### config.mk
export PLATFORM = sky130hd
export DESIGN_NAME = digital_clock
export DESIGN_NICKNAME = d
export VERILOG_FILES = /design/src/rtl/digital_clock.sv
export SDC_FILE = /design/constraint.sdc
export NUM_CORES = 1
export LEC_CHECK = 0
export CAP_MARGIN = 15
export CELL_PAD_IN_SITES_DETAIL_PLACEMENT = 1
export CELL_PAD_IN_SITES_GLOBAL_PLACEMENT = 1
export CORE_MARGIN = 1
export CORE_UTILIZATION = 40
export CTS_CLUSTER_DIAMETER = 120
export DETAILED_ROUTE_END_ITERATION = 10
export PLACE_DENSITY = 0.86
export SLEW_MARGIN = 40
export SYNTH_ARGS = -nofsm -noshare
export SYNTH_HDL_FRONTEND = slang
export SYNTH_SLANG_ARGS = --single-unit
### constraint.sdc
create_clock -name Clk_1sec -period 2.1 [get_ports Clk_1sec]
set_input_delay 0.315 -clock Clk_1sec [delete_from_list [all_inputs] [get_ports Clk_1sec]]
set_output_delay 0.315 -clock Clk_1sec [all_outputs]
set_load 0.02 [all_outputs]
### src/rtl/digital_clock.sv
// digital_clock: time-of-day counter driven by a 1 Hz tick clock.
// Run mode (clock_enable=1) counts seconds/minutes/hours with carries.
// Set mode (clock_enable=0) freezes the count. In this mode, rising edges of the
// minute/hour buttons step the matching field up or down, wrapping at each end.
// Optional feature macro: DIGITAL_CLOCK_AM_PM_EN adds a pm output and turns
// the hours output into a 12-hour display (1..12).
`timescale 1ns/1ps
module digital_clock #(
    parameter int HOURS_PER_DAY      = 24,
    parameter int MINUTES_PER_HOUR   = 60,
    parameter int SECONDS_PER_MINUTE = 60
) (
    input  logic       Clk_1sec,
    input  logic       reset,
    input  logic       clock_enable,
    input  logic       min_inc,
    input  logic       min_dec,
    input  logic       hour_inc,
    input  logic       hour_dec,
    output logic [5:0] seconds,
    output logic [5:0] minutes,
    output logic [5:0] hours
`ifdef DIGITAL_CLOCK_AM_PM_EN
    ,
    output logic       pm
`endif
);

    localparam logic [5:0] SEC_LAST = 6'(SECONDS_PER_MINUTE - 1);
    localparam logic [5:0] MIN_LAST = 6'(MINUTES_PER_HOUR - 1);
    localparam logic [5:0] HR_LAST  = 6'(HOURS_PER_DAY - 1);

    // Count up by one, wrapping from last back to zero.
    function automatic logic [5:0] inc_wrap(input logic [5:0] val, input logic [5:0] last);
        return (val == last) ? 6'd0 : val + 6'd1;
    endfunction

    // Count down by one, wrapping from zero back to last.
    function automatic logic [5:0] dec_wrap(input logic [5:0] val, input logic [5:0] last);
        return (val == 6'd0) ? last : val - 6'd1;
    endfunction

    logic [5:0] sec_q, sec_d;
    logic [5:0] min_q, min_d;
    logic [5:0] hr_q,  hr_d;    // always a 0..HOURS_PER_DAY-1 count internally

    logic prev_min_inc_q, prev_min_inc_d;
    logic prev_min_dec_q, prev_min_dec_d;
    logic prev_hour_inc_q, prev_hour_inc_d;
    logic prev_hour_dec_q, prev_hour_dec_d;

    logic press_min_inc, press_min_dec, press_hour_inc, press_hour_dec;
    logic min_up, min_dn, hr_up, hr_dn;

    // Button history and rising-edge detection; history updates in both modes.
    always_comb begin
        prev_min_inc_d  = min_inc;
        prev_min_dec_d  = min_dec;
        prev_hour_inc_d = hour_inc;
        prev_hour_dec_d = hour_dec;
        press_min_inc   = min_inc  & ~prev_min_inc_q;
        press_min_dec   = min_dec  & ~prev_min_dec_q;
        press_hour_inc  = hour_inc & ~prev_hour_inc_q;
        press_hour_dec  = hour_dec & ~prev_hour_dec_q;
        // Opposing presses on the same field in one cycle cancel out.
        min_up = press_min_inc  & ~press_min_dec;
        min_dn = press_min_dec  & ~press_min_inc;
        hr_up  = press_hour_inc & ~press_hour_dec;
        hr_dn  = press_hour_dec & ~press_hour_inc;
    end

    // Next time-of-day: tick with carries in run mode, button steps in set mode.
    always_comb begin
        sec_d = sec_q;
        min_d = min_q;
        hr_d  = hr_q;
        if (clock_enable) begin
            sec_d = inc_wrap(sec_q, SEC_LAST);
            if (sec_q == SEC_LAST) begin
                min_d = inc_wrap(min_q, MIN_LAST);
                if (min_q == MIN_LAST) begin
                    hr_d = inc_wrap(hr_q, HR_LAST);
                end
            end
        end else begin
            // Minute and hour fields are adjusted independently; no carry between them.
            if (min_up) begin
                min_d = inc_wrap(min_q, MIN_LAST);
            end else if (min_dn) begin
                min_d = dec_wrap(min_q, MIN_LAST);
            end
            if (hr_up) begin
                hr_d = inc_wrap(hr_q, HR_LAST);
            end else if (hr_dn) begin
                hr_d = dec_wrap(hr_q, HR_LAST);
            end
        end
    end

    // Time and button-history registers.
    always_ff @(posedge Clk_1sec or negedge reset) begin
        if (!reset) begin
            sec_q           <= 6'd0;
            min_q           <= 6'd0;
            hr_q            <= 6'd0;
            prev_min_inc_q  <= 1'b0;
            prev_min_dec_q  <= 1'b0;
            prev_hour_inc_q <= 1'b0;
            prev_hour_dec_q <= 1'b0;
        end else begin
            sec_q           <= sec_d;
            min_q           <= min_d;
            hr_q            <= hr_d;
            prev_min_inc_q  <= prev_min_inc_d;
            prev_min_dec_q  <= prev_min_dec_d;
            prev_hour_inc_q <= prev_hour_inc_d;
            prev_hour_dec_q <= prev_hour_dec_d;
        end
    end

    assign seconds = sec_q;
    assign minutes = min_q;

`ifdef DIGITAL_CLOCK_AM_PM_EN
    localparam logic [5:0] HALF_DAY = 6'(HOURS_PER_DAY / 2);

    logic [5:0] disp_hr_q, disp_hr_d;
    logic       pm_q, pm_d;

    // Map the internal day count to 12-hour display: 0 -> 12 AM, HALF_DAY -> 12 PM.
    function automatic logic [5:0] to_12h(input logic [5:0] h);
        logic [5:0] hm;
        hm = (h >= HALF_DAY) ? h - HALF_DAY : h;
        return (hm == 6'd0) ? HALF_DAY : hm;
    endfunction

    // Display hour and AM/PM flag are derived from the next internal count.
    always_comb begin
        disp_hr_d = to_12h(hr_d);
        pm_d      = (hr_d >= HALF_DAY);
    end

    // Display registers so hours/pm stay glitch-free registered outputs.
    always_ff @(posedge Clk_1sec or negedge reset) begin
        if (!reset) begin
            disp_hr_q <= HALF_DAY;
            pm_q      <= 1'b0;
        end else begin
            disp_hr_q <= disp_hr_d;
            pm_q      <= pm_d;
        end
    end

    assign hours = disp_hr_q;
    assign pm    = pm_q;
`else
    assign hours = hr_q;
`endif

endmodule

Yosys cells after proc, flatten, opt, wreduce, memory -nomap -nowiden
Index checks and enable logic that the tools add are counted.
{"block": "totals", "regBits": 22, "latch_bits": 0, "mem_bits_rw": 0, "romBits": 0, "inputBits": 7, "output_inout_bits": 18, "wordCells": 53, "mem_count": 0}
{"block": "op_classes", "n_addsub": 5, "n_mul": 0, "div_mod_pow": 0, "magnitude_cmp": 0, "eq_ne": 5, "shifts": 0, "muxes": 14, "n_bitwise": 16, "reduce_logical": 6}
{"operator": "$mux W6", "n": 14}
{"operator": "$add A6 B1 Y6 const B", "n": 3}
{"operator": "$eq A6 B6 Y1 const B", "n": 2}
{"operator": "$logic_not A6 Y1", "n": 2}
{"operator": "$sub A6 B1 Y6 const B", "n": 2}
{"operator": "$and A1 B1 Y1", "n": 8}
{"operator": "$not A1 Y1", "n": 8}
{"operator": "$eq A6 B5 Y1 const B", "n": 1}
{"operator": "$reduce_bool A3 Y1", "n": 2}
{"operator": "$ne A2 B1 Y1 const B", "n": 2}
{"operator": "$reduce_and A3 Y1", "n": 1}
{"operator": "$reduce_and A2 Y1", "n": 1}

Longest topological paths before layout
Gate-level depths: netlist of run 1.
{"block": "depth", "depth_word": 7, "ltp_mapped": 7, "depth_no_buf": 7}

Worst setup path after synthesis of run 1
OpenSTA, ideal clock, no wires.
{"block": "synth_timing", "path_kind": "register to register", "start": "register min_q[0], in the netlist minutes[0]", "end": "register hr_q[3], in the netlist hours[3]", "setup_ps": 132, "arrival_time_ps": 1630, "t_required_ps": 1968, "path_slack_ps": 338, "path_stages_with_launch": 8, "n_path_buf": 1, "synth_period_minus_slack_ps": 1762, "path_cell_list": "dfrtp_1 > ha_1 > nand2_1 > o21ai_1 > o211ai_1 > buf_2 > a221oi_1 > mux2i_1"}
{"block": "synth_between", "elab_chain_len": 3}
{"item": "start: declaration", "line": "44", "source": "logic [5:0] min_q, min_d;"}
{"item": "start signal: assignment", "line": "112", "source": "min_q <= min_d;"}
{"item": "$eq A6 B6 Y1", "line": "81", "source": "if (min_q == MIN_LAST) begin"}
{"item": "$ne A2 B1 Y1 (no line)"}
{"item": "$reduce_and A3 Y1 (no line)"}
{"item": "end signal: assignment", "line": "113", "source": "hr_q <= hr_d;"}
{"item": "end: declaration", "line": "45", "source": "logic [5:0] hr_q, hr_d;"}
Every way passes these cells.
A chain may end at the register's enable or synchronous reset.

Worst setup path in the final report of run 1
{"block": "layout_timing", "start": "register hr_q[4], in the netlist hours[4]", "end": "output port hours[4]"}
{"item": "end: declaration", "line": "22", "source": "output logic [5:0] hours"}
No word-level cell between the ends.

==> summary.txt, run 1 <==
Route
  • Vias: 1443
  • Initial DRC Count: 61
  • Final WL: 3990 um
  • Routed Antenna Nets: 0
  • Initial DRT Pass Iterations: 4
  • DRC viols: 0
  • Routed length per instance: 16.0 um
  • Vias/cell: 5.80

Critical path
  • CP bufs+invs: 1
  • Crit path arrival time: 1620 ps
  • CP max stage delay: 700 ps
  • CP Cell Sequence: clkdlybuf4s50_1
  • CP endpoint kind: primary output
  • Reg2reg path depth: 6
  • Reg2reg start: hours[0]$_DFFE_PN0P_
  • Worst path slowest cell: clkdlybuf4s50_1
  • Crit path max-delay family: buffers and inverters
  • CP Class: reg2out
  • Worst R2R Setup Slack: 230 ps
  • Critical path required time: 1780 ps
  • CP Max Fanout: 14
  • CP startpoint kind: register
  • Worst R2R End: hours[3]$_DFFE_PN0P_

Finish
  • Antenna cells: 0
  • Most common cell after layout, fill and taps aside: clkdlybuf4s50_1
  • Most frequent cells in the layout: 24 x clkdlybuf4s50_1, 22 x dfrtp_1, 15 x nand2_1, 15 x o21ai_0, 11 x nor2_1
  • Final Instance Count excl. Fillers: 249
  • Layout net count: 216
  • Fill cells: 444
  • Area growth syn-to-layout: 24.8%
  • Layout cells sized above 1: 0.0896

Clocking
  • Clock latency on the worst-skew pair: 270 ps
  • Post-CTS Resized: 0
  • Total CTS buffers: 3
  • CTS clk-pin slew, worst paths: 80 ps
  • Hold-fix buffers at CTS: 0
  • Clk root buf: clkbuf_8
  • Number of setup buffers added after CTS: 0
  • Max Root-Sink Buffers: 2
  • CTS tree: done
  • H-tree levels: 1
  • Clk sinks: 22

Timing
  • Fin crit share: 0.922
  • Setup Skew: 4.95 ps
  • Final hold vios: 0
  • Final WS setup: 163 ps
  • Fin crit period: 1940 ps
  • Pins Over Slew Limit: 0
  • FMAX: 0.516 GHz
  • Worst Max-Slew Pin Slew: 486 ps
  • Max-slew headroom: 0.676
  • Setup tns final: 0 ps
  • Setup-failing EPs final: 0
  • Hold slack final: 400 ps
  • RSZ-0062 raised after global routing: no

Global route
  • GR Util All Layers: 0.216
  • Global-route wire length before repair: 6930 um
  • GR Overflow Total: 0
  • Initial antenna violation count: 0
  • Number of global-route vias before repair: 1489
  • Largest net degree at the start of global routing: 23

Pwr
  • Pwr/cell area: 1350 nW/um^2
  • Leak Pwr: 0.000795 uW
  • Power, Total: 2570 uW
  • Peak VDD IR: 0.000526 V

Floorplanning
  • Die width: 63.8 um
  • # IOs: 25
  • Std cell rows: 22
  • Die ar.: 4070 um^2
  • CORE AREA: 3660 um^2
  • Initial core utilization: 0.417
  • Chip height: 63.8 um

Synthesis
  • Cells after Synth: 175
  • Top area cells in the synthesized netlist: dfrtp_1 36%, ha_1 5.7%, o21ai_0 4.9%, nand2_1 3.7%, mux2i_1 3.3%
  • Register area share after synthesis: 0.361
  • Synth top area share: 0.361
  • YS warnings: 0
  • Synthesized cell area: 1530 um^2
  • Synth async-reset ratio: 1.00
  • Synth Flop Type: dfrtp_1
  • Post-synthesis average cell area: 8.72 um^2
  • Syn Nets: 189
  • FF+latch count, synth: 22
  • EDFF count, synth: 0
  • Yosys top cell by area: dfrtp_1
  • Post-synth cell types: 49

Placed design
  • DP Wirelength: 2980 um
  • Placed cell count: 245
  • IO buf count: 24
  • Gpl congestion: 0.825
  • Post-placement worst setup slack: 71.7 ps

Outcome
  • Status: finished, final reports clean

Flow run
  • Max-cap violations: 0

Worst hold path
  • Tightest Hold Check Type: in2async
## where the power goes
part	leakage (uW)	total, uW	switching [uW]	internal (uW)
combinational	0.000492	1290	699	590
sequential	0.000267	876	305	571
clock	0.0000357	403	148	255
total	0.000795	2570	1150	1420
## cell usage after synthesis (2+ instances only)
master	instances
buf_2	5
o31ai_1	3
nand2_1	15
nor3_1	6
nor2b_1	2
a21o_1	2
and3_1	3
nor2_1	11
mux2i_1	5
o21ai_0	15
nand2b_1	4
ha_1	7
dfrtp_1	22
nor4_1	2
a211oi_1	5
inv_1	8
xnor2_1	3
o21ai_1	2
a221oi_1	2
nand3_1	7
or3_1	4
and2b_1	2
clkbuf_1	2
o21bai_1	3
a21oi_1	9
nand4_1	3
## final cells by class
class                      count  area (um^2)  share of cell area
multi-input combinational    137          908               0.477
sequential                    22          551               0.289
timing repair buffer          30          285               0.150
tap                           48         60.1              0.0315
clock buffer                   3         41.3              0.0217
clock inverter                 1         30.0              0.0158
inverter                       8         30.0              0.0158
## how the worst max path moves through the flow
stage / end / from / depth (start not counted)
floorplan: hours[3]$_DFFE_PN0P_ / minutes[0]$_DFFE_PN0P_ / 7
global placement: hours[3]$_DFFE_PN0P_ / hour_dec / 6
detailed placement: hours[3]$_DFFE_PN0P_ / hour_inc / 6
CTS: hours[4] / hours[4]$_DFFE_PN0P_ / 1
global route: hours[3]$_DFFE_PN0P_ / hours[0]$_DFFE_PN0P_ / 6
finish: hours[4] / hours[4]$_DFFE_PN0P_ / 1
## stage by stage
| stage | cell area [um^2] | util |
|---|---|---|
| after floorplan | 1530 | - |
| after global placement | 1830 | 0.501 |
| after detailed placement | 1830 | 0.501 |
| after CTS | 1910 | 0.521 |
| after global routing | 1910 | 0.521 |
| final | 1910 | 0.521 |
## cell families (layout without fill, tap and decap cells)
family | after synthesis | in the layout | share of synthesized area
AND/OR/NAND/NOR | 63 | 63 | 0.216
AO/OA/AOI/OAI | 57 | 57 | 0.259
flip-flops | 22 | 22 | 0.361
buffers and inverters | 16 | 42 | 0.0443
adder cells (fa/ha/maj) | 7 | 7 | 0.0574
multiplexers | 6 | 6 | 0.0402
XOR/XNOR | 4 | 4 | 0.0230
## registers in the layout, indices dropped and copies added (netlist names)
register	flops
prev_hour_inc_q	1
prev_min_dec_q	1
prev_min_inc_q	1
seconds	6
prev_hour_dec_q	1
minutes	6
hours	6
## layer usage
metal  global-route usage  vias up  share of wire
li1                     -      693              -
met1                0.267      708           0.45
met2                0.362       33           0.50
met3               0.0375        9          0.029
met4                0.102        0          0.023
met5                    0        -              0
(Power assumes the default switching activity.)
==> run 2: changes to the inputs <==
--- a/config.mk
+++ b/config.mk
@@ -9,10 +9,10 @@
 export CELL_PAD_IN_SITES_DETAIL_PLACEMENT = 1
 export CELL_PAD_IN_SITES_GLOBAL_PLACEMENT = 1
 export CORE_MARGIN = 1
-export CORE_UTILIZATION = 40
+export CORE_UTILIZATION = 36
 export CTS_CLUSTER_DIAMETER = 120
 export DETAILED_ROUTE_END_ITERATION = 10
-export PLACE_DENSITY = 0.86
+export PLACE_DENSITY = 0.83
 export SLEW_MARGIN = 40
 export SYNTH_ARGS = -nofsm -noshare
 export SYNTH_HDL_FRONTEND = slang
==> constraint.sdc (replaced) <==
create_clock -name Clk_1sec -period 1.64 [get_ports Clk_1sec]
set_input_delay 0.41 -clock Clk_1sec [delete_from_list [all_inputs] [get_ports Clk_1sec]]
set_output_delay 0.41 -clock Clk_1sec [all_outputs]
set_load 0.02 [all_outputs]
==> run 2 against run 1 <==
Against the previous run:
- the run now ends with setup timing left
- setup slack worse by 370 ps
- critical path depth is 5 higher
- clock skew is 8.5 ps higher
- count of clock-buffer cells in the layout is 1 higher
- clock power is 5.5% lower
- hold slack worse by 130 ps
- largest cell class unchanged
- sequential share of layout area is 5.7 points lower
- routed wire length is 77% higher
- global-route usage is 5.1 points higher
- critical path type is now reg2reg
- power is 58% higher
- highest routed layer unchanged
- final area is 27% higher
- critical endpoint is now hours[5]$_DFFE_PN0P_
==> summary.txt, run 2 (synthesis results as in run 1) <==
Outcome
  • Status: complete, but fails checks
  • Failing checks: setup timing

Critical path
  • Crit path max-delay family: compound AO/OA/AOI/OAI gates
  • CP Class: reg2reg
  • Crit path arrival time: 2010 ps
  • Reg2reg start: minutes[2]$_DFFE_PN0P_
  • Worst path slowest cell: dfrtp_2
  • CP Depth: 6
  • CP max stage delay: 450 ps
  • Worst R2R End: hours[5]$_DFFE_PN0P_
  • CP bufs+invs: 1
  • CP startpoint kind: register
  • CP Max Fanout: 6
  • CP Cell Sequence: nand3b_1, o21ai_2, o211ai_1, buf_4, a211oi_2, mux2i_1
  • Reg2reg path depth: 6
  • Worst R2R Setup Slack: -210 ps
  • CP endpoint kind: register
  • Critical path required time: 1800 ps

Finish
  • Most common cell after layout, fill and taps aside: buf_4
  • Antenna cells: 0
  • Register area: 563 um^2
  • Layout cells sized above 1: 0.410
  • Fill cells: 457
  • Layout net count: 264
  • Multi-input combinational cell area: 1060 um^2
  • Final core occ: 0.602
  • Most frequent cells in the layout: 49 x buf_4, 20 x dlygate4sd2_1, 13 x nand2_1, 12 x dfrtp_1
  • Area growth syn-to-layout: 58.9%

Floorplanning
  • # IOs: 25
  • Initial core utilization: 0.379
  • Std cell rows: 23
  • Chip height: 67.1 um
  • Die ar.: 4500 um^2
  • Die width: 67.1 um
  • CORE AREA: 4030 um^2

Timing
  • Worst Max-Slew Pin Slew: 451 ps
  • Fin crit share: 1.13
  • FMAX: 0.541 GHz
  • Setup Skew: 13.5 ps
  • Hold slack final: 273 ps
  • Setup-failing EPs final: 9
  • Fin crit period: 1850 ps
  • Final WS setup: -209 ps
  • Max-slew headroom: 0.696
  • Setup tns final: -1260 ps
  • Final hold vios: 0
  • Pins Over Slew Limit: 0
  • RSZ-0062 raised after global routing: yes

Placed design
  • Gpl congestion: 0.920
  • Post-placement worst setup slack: -458 ps
  • DP Wirelength: 3510 um
  • IO buf count: 24

Route
  • Routed Antenna Nets: 0
  • Routed length per instance: 23.6 um
  • Final WL: 7050 um
  • Initial DRC Count: 152
  • Vias: 1830
  • DRC viols: 0
  • Vias/cell: 6.12
  • Initial DRT Pass Iterations: 4

Global route
  • Number of global-route vias before repair: 1768
  • Initial antenna violation count: 0
  • GR Overflow Total: 0
  • Largest net degree at the start of global routing: 23
  • Global-route wire length before repair: 8850 um
  • GR Util All Layers: 0.267

Clocking
  • H-tree levels: 1
  • Clock latency on the worst-skew pair: 290 ps
  • Clk sinks: 22
  • Hold-fix buffers at CTS: 0
  • CTS tree: done
  • Max Root-Sink Buffers: 2
  • Total CTS buffers: 3
  • Clk root buf: clkbuf_8
  • CTS clk-pin slew, worst paths: 90 ps

Worst hold path
  • Hold Path End: prev_min_inc_q$_DFF_PN0_
  • Hold path start: min_inc
  • Tightest Hold Check Type: in2reg
  • Hold depth: 1

Pwr
  • Peak VDD IR: 0.00105 V
  • Pwr/cell area: 1670 nW/um^2
  • Leak Pwr: 0.00111 uW

Flow run
  • Max-cap violations: 0
-- run 2: layout make-up --
cell class | count | area share
Inverter | 8 | 0.0134
Tap cell | 50 | 0.0258
Timing Repair Buffer | 78 | 0.273
Clock buffer | 4 | 0.0186
Multi-Input combinational cell | 137 | 0.437
Sequential cell | 22 | 0.232
-- run 2: stage by stage --
step	cell area [um^2]	instances	total power (uW)
after floorplan	1560	175	2130
after global placement	2050	270	3020
after detailed placement	2050	270	3160
after CTS	2230	284	3560
after global routing	2420	299	4250
final	2420	299	4050
-- run 2: worst max path at each step --
stage                                      start                   end  slack [ps]
after floorplan           seconds[0]$_DFFE_PN0P_  hours[3]$_DFFE_PN0P_           3
after global placement                  hour_inc  hours[3]$_DFFE_PN0P_        -330
after detailed placement                hour_dec  hours[3]$_DFFE_PN0P_        -460
after CTS                 minutes[1]$_DFFE_PN0P_  hours[2]$_DFFE_PN0P_         -20
after global routing      minutes[2]$_DFFE_PN0P_  hours[5]$_DFFE_PN0P_        -250
final                     minutes[2]$_DFFE_PN0P_  hours[5]$_DFFE_PN0P_        -210
-- run 2: metal layers --
| metal | global-route usage | share of wire | vias up |
|---|---|---|---|
| met2 | 0.479 | 0.53 | 80 |
| met3 | 0.0411 | 0.052 | 24 |
| met1 | 0.308 | 0.38 | 935 |
| met5 | 0 | 0 | - |
| li1 | - | - | 791 |
| met4 | 0.120 | 0.037 | 0 |
-- run 2: repair_timing --
item / CTS / global route
setup endpoints to repair: 28 / 13
resized for setup: 45 / 22
pin swaps: 7 / 15
gates cloned: 1 / 2
setup buffers: 9 / 14
-- run 2: power by group --
group | leakage [uW] | internal, uW | switching [uW]
combinational | 0.000826 | 1140 | 1460
sequential | 0.000256 | 754 | 318
clock | 0.0000228 | 175 | 206
